**src/rtl/regfile_scoreboard.sv**
```systemverilog
// regfile_scoreboard: 2-read/1-write register file with per-register busy scoreboard
module regfile_scoreboard #(
  parameter int WIDTH = 64,
  parameter int DEPTH = 32,
  parameter int ZERO_REG = 31,
  parameter int BYPASS = 1,
  localparam int AW = $clog2(DEPTH)
) (
  input  logic             Clk,
  input  logic             Reset,
  input  logic [AW-1:0]    RA,
  input  logic [AW-1:0]    RB,
  output logic [WIDTH-1:0] BusA,
  output logic [WIDTH-1:0] BusB,
  output logic             BusyA,
  output logic             BusyB,
  input  logic [AW-1:0]    RW,
  input  logic [WIDTH-1:0] BusW,
  input  logic             RegWr,
  input  logic             IssueVld,
  input  logic [AW-1:0]    IssueRd,
  output logic [AW:0]      BusyCnt
);
  logic [WIDTH-1:0] regs [DEPTH];
  logic [DEPTH-1:0] busy, busy_nxt;
  logic wr_ok, iss_ok, hit_a, hit_b;

  // an address is live when it names a real register other than the zero register
  function automatic logic live(input logic [AW-1:0] a);
    return int'(a) < DEPTH && int'(a) != ZERO_REG;
  endfunction

  assign wr_ok = RegWr && live(RW);
  assign iss_ok = IssueVld && live(IssueRd);
  assign hit_a = BYPASS != 0 && wr_ok && RW == RA;
  assign hit_b = BYPASS != 0 && wr_ok && RW == RB;

  // set is applied after clear so a same-cycle reissue keeps the register busy
  always_comb begin
    busy_nxt = busy;
    if (wr_ok) busy_nxt[RW] = 1'b0;
    if (iss_ok) busy_nxt[IssueRd] = 1'b1;
  end

  always_ff @(posedge Clk) begin
    if (Reset) begin
      for (int i = 0; i < DEPTH; i++) regs[i] <= '0;
      busy <= '0;
      BusyCnt <= '0;
    end else begin
      if (wr_ok) regs[RW] <= BusW;
      busy <= busy_nxt;
      BusyCnt <= (AW+1)'($countones(busy_nxt));
    end
  end

  assign BusA = !live(RA) ? '0 : hit_a ? BusW : regs[RA];
  assign BusB = !live(RB) ? '0 : hit_b ? BusW : regs[RB];
  assign BusyA = live(RA) && (hit_a ? iss_ok && IssueRd == RA : busy[RA]);
  assign BusyB = live(RB) && (hit_b ? iss_ok && IssueRd == RB : busy[RB]);
endmodule

```
**config.mk**
```make
export PLATFORM = sky130hd
export DESIGN_NAME = regfile_scoreboard
export DESIGN_NICKNAME = d
export VERILOG_FILES = /design/src/rtl/regfile_scoreboard.sv
export SDC_FILE = /design/constraint.sdc
export NUM_CORES = 2
export LEC_CHECK = 0
export CAP_MARGIN = 20
export CORE_ASPECT_RATIO = 2
export CORE_MARGIN = 3
export CORE_UTILIZATION = 35
export DETAILED_ROUTE_END_ITERATION = 16
export DONT_BUFFER_PORTS = 1
export HOLD_SLACK_MARGIN = 0.02
export SYNTH_ARGS = -nofsm -noshare
export SYNTH_HDL_FRONTEND = slang
export SYNTH_SLANG_ARGS = --single-unit
```
**constraint.sdc**
```tcl
create_clock -name Clk -period 7.8 [get_ports Clk]
set_input_delay 0.39 -clock Clk [delete_from_list [all_inputs] [get_ports Clk]]
set_output_delay 0.39 -clock Clk [all_outputs]
set_load 0.02 [all_outputs]
```
## Word level (Yosys, flattened, before mapping)

Memory sizes are Yosys's and may differ from the RTL's.
Cells that the tools add are included.

| operators by class | value |
|---|---|
| eq/ne operators | 8 |
| divide/modulo/power cells | 0 |
| add/sub/neg operators | 31 |
| reductions and logical operators | 11 |
| multiplexer cells | 24 |
| bitwise gates (word level) | 3 |
| multiply operators | 0 |
| order comparisons | 6 |
| shifts and indexed selects | 0 |

Operators by type and width:

| cell | count |
|---|---|
| two-way mux 64 bit | 5 |
| two-way mux 32 bit | 2 |
| OR reduction 64 bit | 1 |
| adder 1 x 1 -> 2 bit | 16 |
| bitwise AND 32 bit | 1 |
| NOT 32 bit | 1 |
| OR 32 bit | 1 |
| adder 2 x 2 -> 3 bit | 8 |
| less-than comparator 5 x 6 -> 1 bit, second input constant | 4 |
| equality test 5 bit | 4 |
| inequality test 5 x 1 -> 1 bit, second input constant | 4 |
| adder 3 x 3 -> 4 bit | 4 |
| two-way mux 1 bit | 12 |
| adder 4 x 4 -> 5 bit | 2 |
| binary-select mux 1 bit (select 5 bit) | 2 |
| demux 1 bit (select 5 bit) | 2 |
| >= comparator 5 x 1 -> 1 bit, second input constant | 2 |
| logical AND 1 bit | 10 |
| adder 5 x 5 -> 6 bit | 1 |
| two-way mux 5 bit | 1 |

| word-level totals | value |
|---|---|
| RAM bits | 2,048 |
| register bits | 38 |
| bits in latches | 0 |
| ROM bits | 0 |
| word-level logic and storage cells | 86 |
| output and inout bits | 136 |
| bits of input ports | 88 |
| memories | 1 |

Memory list:

| name | words | bits a word | rd ports | clocked after Yosys merged registers in | wr ports | RTL line | text |
|---|---|---|---|---|---|---|---|
| regs | 32 | 64 | 2 | 0 | 32 | 24 | `logic [WIDTH-1:0] regs [DEPTH];` |

## Depth between registers and ports, before layout

| depth | value |
|---|---|
| depth in word-level cells | 14 |
| mapped depth | 23 |
| gate-level depth less buffers | 21 |

## Least setup slack after synthesis

OpenSTA, ideal clock, no wires.

| path | value |
|---|---|
| kind | input -> register |
| start | input RW[0] |
| end | register BusyCnt[4] |
| cell stages on the path | 23 |
| data arrival time | 5.534 ns |
| data required time | 7.672 ns |
| library setup time | 0.128 ns |
| path slack | 2.139 ns |
| path buffers | 2 |
| cell sequence | buf_2 > nor2b_1 > and2_0 > clkbuf_1 > nand2_1 > a2bb2oi_1 > fa_1 > fa_1 > inv_1 > fa_1 > inv_1 > fa_1 > fa_1 > inv_1 > fa_1 > ha_1 > inv_1 > fa_1 > inv_1 > a21o_1 > a21oi_1 > xor2_1 > nor2_1 |

| between the ends | value |
|---|---|
| longest elaborated chain between the ends | 14 |
| elaborated cells on any way between the ends | 43 |
| those cells by class | add/sub: 31; order compare: 2; eq/ne: 1; mux: 4; bitwise: 3; reduce/logical: 2 |

Ends and longest elaborated chain:

| what | RTL line | text |
|---|---|---|
| start, declared | 17 | `input logic [AW-1:0] RW,` |
| less-than comparator 5 x 6 -> 1 bit (implied by the code) / >= comparator 5 x 1 -> 1 bit (equally long branches) | 41 | `if (wr_ok) busy_nxt[RW] = 1'b0;` |
| logical AND 1 bit (implied by the code) | 41 |  |
| two-way mux 1 bit (implied by the code) | 41 |  |
| demux 1 bit (select 5 bit) | 41 |  |
| NOT 32 bit (no line) | -- |  |
| bitwise AND 32 bit (no line) | -- |  |
| two-way mux 32 bit (*) | 41 |  |
| OR 32 bit (no line) | -- |  |
| two-way mux 32 bit (*) | 42 | `if (iss_ok) busy_nxt[IssueRd] = 1'b1;` |
| adder 1 x 1 -> 2 bit (implied by the code) | 53 | `BusyCnt <= (AW+1)'($countones(busy_nxt));` |
| adder 2 x 2 -> 3 bit (implied by the code) | 53 |  |
| adder 3 x 3 -> 4 bit (implied by the code) | 53 |  |
| adder 4 x 4 -> 5 bit (implied by the code) | 53 |  |
| adder 5 x 5 -> 6 bit (implied by the code) (*) | 53 |  |
| end signal, assigned | 53 |  |
| end, declared | 22 | `output logic [AW:0] BusyCnt` |

Mark *: on every way between the ends. The rest lies on a longest branch, timed or not.
A chain may end at the register's enable or synchronous reset.

## Final worst setup path

Same ends and word-level chain as after synthesis.

==> flow_metrics.tcl <==
set metrics [dict create \
    worstSetupStartpointType "input pin" \
    wl_per_cell_um 39.2 \
    cts-root-buf "clkbuf_16" \
    grt_max_degree 653 \
    die_h_um 807 \
    synth_common_cells "edfxtp_1 (2048), and2_1 (1992), mux4_2 (962), clkbuf_1 (576), mux2i_1 (402)" \
    synth_area_per_cell_um2 14.9 \
    syn2layout_area_growth_pct 9.78 \
    vias 74200 \
    synth_top_flop_cell "edfxtp_1" \
    finish.utilization 0.387 \
    clockBufferDepth 4 \
    grt_pass1_vias 75700 \
    period_share 0.757 \
    grt_setup_unrepaired "false" \
    drive_gt1_frac 0.199 \
    yosysWarningCount 0 \
    synth_area_um2 112000 \
    ys_types 59 \
    dieArea_um2 328000 \
    grt_first_pass_wirelength_um 614000 \
    ioPinCount 224 \
    synth_edf_count 2048 \
    ant_nets 0 \
    worstMarginPinSlew_ps 1530 \
    cts_inserted_buffers 196 \
    route.detailed.drc 0 \
    min_period_ps 5900 \
    synth_seq_area_share 0.555 \
    max-vdd-ir-drop_v 0.000187 \
    end_kind "flip-flop" \
    die_x_um 406 \
    tns_ps 0 \
    synth_top_cell_area_share 0.548 \
    io_buffers 0 \
    synth_most_common_cell "edfxtp_1" \
    wl_um 452000 \
    p_leak_nw 41.6 \
    floorplan.initialDensity 0.352 \
    powerDensity_nw_per_um2 212 \
    antenna_found_initial 58 \
    core_um2 319000 \
    viasPerCell 6.45 \
    hold_violations 0 \
    required_ps 8540 \
    maxCapViolCount 0 \
    grt-ovfl-total 0 \
    cts_tree "yes" \
    dp_hpwl_um 230000 \
    place_congestion 0.894 \
    timing.fmax_mhz 169 \
    clk_latency_ps 900 \
    cts_resized 0 \
    violations "slew limit" \
    track_usage 0.270 \
    cp_max_fo 6 \
    fp-row-count 293 \
    path_class "input pin to flip-flop" \
    async_reset_ff_frac 0 \
    synth-seq-cells 2086 \
    cts.clk_slew.worst_paths_ps 60 \
    status "finished with violations" \
    h-tree-depth 4 \
    finalSetupViolations 0 \
    drt_iter0_drc 11800 \
    slew_violations 44 \
    relSlewSlack -0.0180 \
    clock-sinks 2086 \
    dr.pass1.iters 14 \
    final_nets 7332 \
    synth_top_area_cell "edfxtp_1" \
    finalClockSkew_ps 13.8 \
    synth.area.top_cells "edfxtp_1 (55%), mux4_2 (19%), and2_1 (11%)" \
    hold_class "input pin to flip-flop" \
    arrival_ps 6640 \
    synthCells 7533 \
]
-- worst paths after layout --
path	start	to	slack (ps)	depth (start not counted)
min	Reset	BusyCnt[1]$_SDFF_PP0_	10	2
min reg2reg	busy[25]$_SDFF_PP0_	busy[25]$_SDFF_PP0_	630	2
max reg2reg	busy[27]$_SDFF_PP0_	BusyCnt[4]$_SDFF_PP0_	2570	19
max	RW[0]	BusyCnt[4]$_SDFF_PP0_	1900	22
-- kinds of logic (layout without fill, tap and decap cells) --
group,count (synthesis),count (layout),share of synthesized area
xor+xnor,23,23,0.00180
other cells,1,85,0.0000334
mux,1366,1366,0.229
simple gates,2438,2438,0.129
flops,2086,2086,0.555
buf+inv,846,607,0.0325
compound gates,742,742,0.0473
fa+ha+maj,31,31,0.00506
-- stage by stage --
stage               cell area [um^2]  hold WS, ps  setup slack (ps)  total power, W  instances
finish                        123000         12.5              1900          0.0261      11500
global route                  123000         65.6              1640          0.0267      11500
CTS                           123000         27.4              1990          0.0259      11500
detailed placement            116000          485              1760          0.0163      11000
global placement              116000          511              1710          0.0162      11000
floorplan                     112000          477              2140          0.0156       7596
-- metal layers --
metal	vias to the layer above	GRT usage	share of wire
li1	28300	-	-
met3	1500	0.0714	0.12
met5	-	0	0.00017
met4	10	0.170	0.074
met2	5560	0.439	0.48
met1	38900	0.316	0.33
-- layout make-up --
cell class	instances	area [um^2]
Fill cell	29100	195000
Antenna cell	21	52.6
Timing Repair Buffer	232	2420
Multi-Input combinational cell	4664	47100
Clock buffer	235	5140
Inverter	33	131
Sequential cell	2086	62300
Clock inverter	107	893
Tap cell	4130	5170
-- flip-flops by register name, summed over array words and instances (netlist names) --
signal	flops
BusyCnt	6
busy	32
regs	2048
-- critical path, stage by stage --
cell and delay (ps):
dlygate4sd3_1 630, nor2b_1 280, and2_0 420, nand2_1 200, a2bb2oi_1 340, fa_1 500
fa_1 590, inv_1 70, fa_1 500, inv_1 60, fa_1 490, fa_1 490
inv_1 50, fa_1 480, ha_1 170, inv_1 60, fa_1 450, inv_1 70
a21o_1 100, a21oi_1 70, xor2_1 160, nor2_1 60
-- power by group --
part	switching [W]	internal, W	total (W)
clock network	0.00446	0.00515	0.00961
registers	0.000336	0.0129	0.0133
logic	0.00194	0.00131	0.00325
total	0.00674	0.0194	0.0261
-- repair_timing --
action | CTS | global route
endpoints found under the hold margin | 2086 | 0
hold buffers | 84 | 0
setup buffers | 0 | 0
-- cell usage in the layout (no fill, tap or decap), types with 11 or more instances in the layout --
master,count
edfxtp_1,2048
and2_1,1992
mux4_2,962
mux2i_1,402
clkbuf_16,200
nand2_1,171
a211oi_1,135
buf_4,120
o22ai_1,116
a21oi_1,108
o21ai_0,94
dlygate4sd3_1,83
nor2_1,82
o221ai_1,68
a32o_1,65
conb_1,64
nor2b_1,62
a32oi_1,58
clkinv_1,46
dfxtp_1,38
nor2_4,36
clkinv_2,34
clkbuf_1,33
inv_1,32
a22oi_1,29
nand2b_4,27
fa_1,24
diode_2,21
a22o_1,18
nand3_1,16
buf_16,15
bufinv_16,14
a21o_1,13
xor2_1,12
a221o_1,12
buf_12,12
xnor2_1,11
Power figures use the tool's default switching activity.
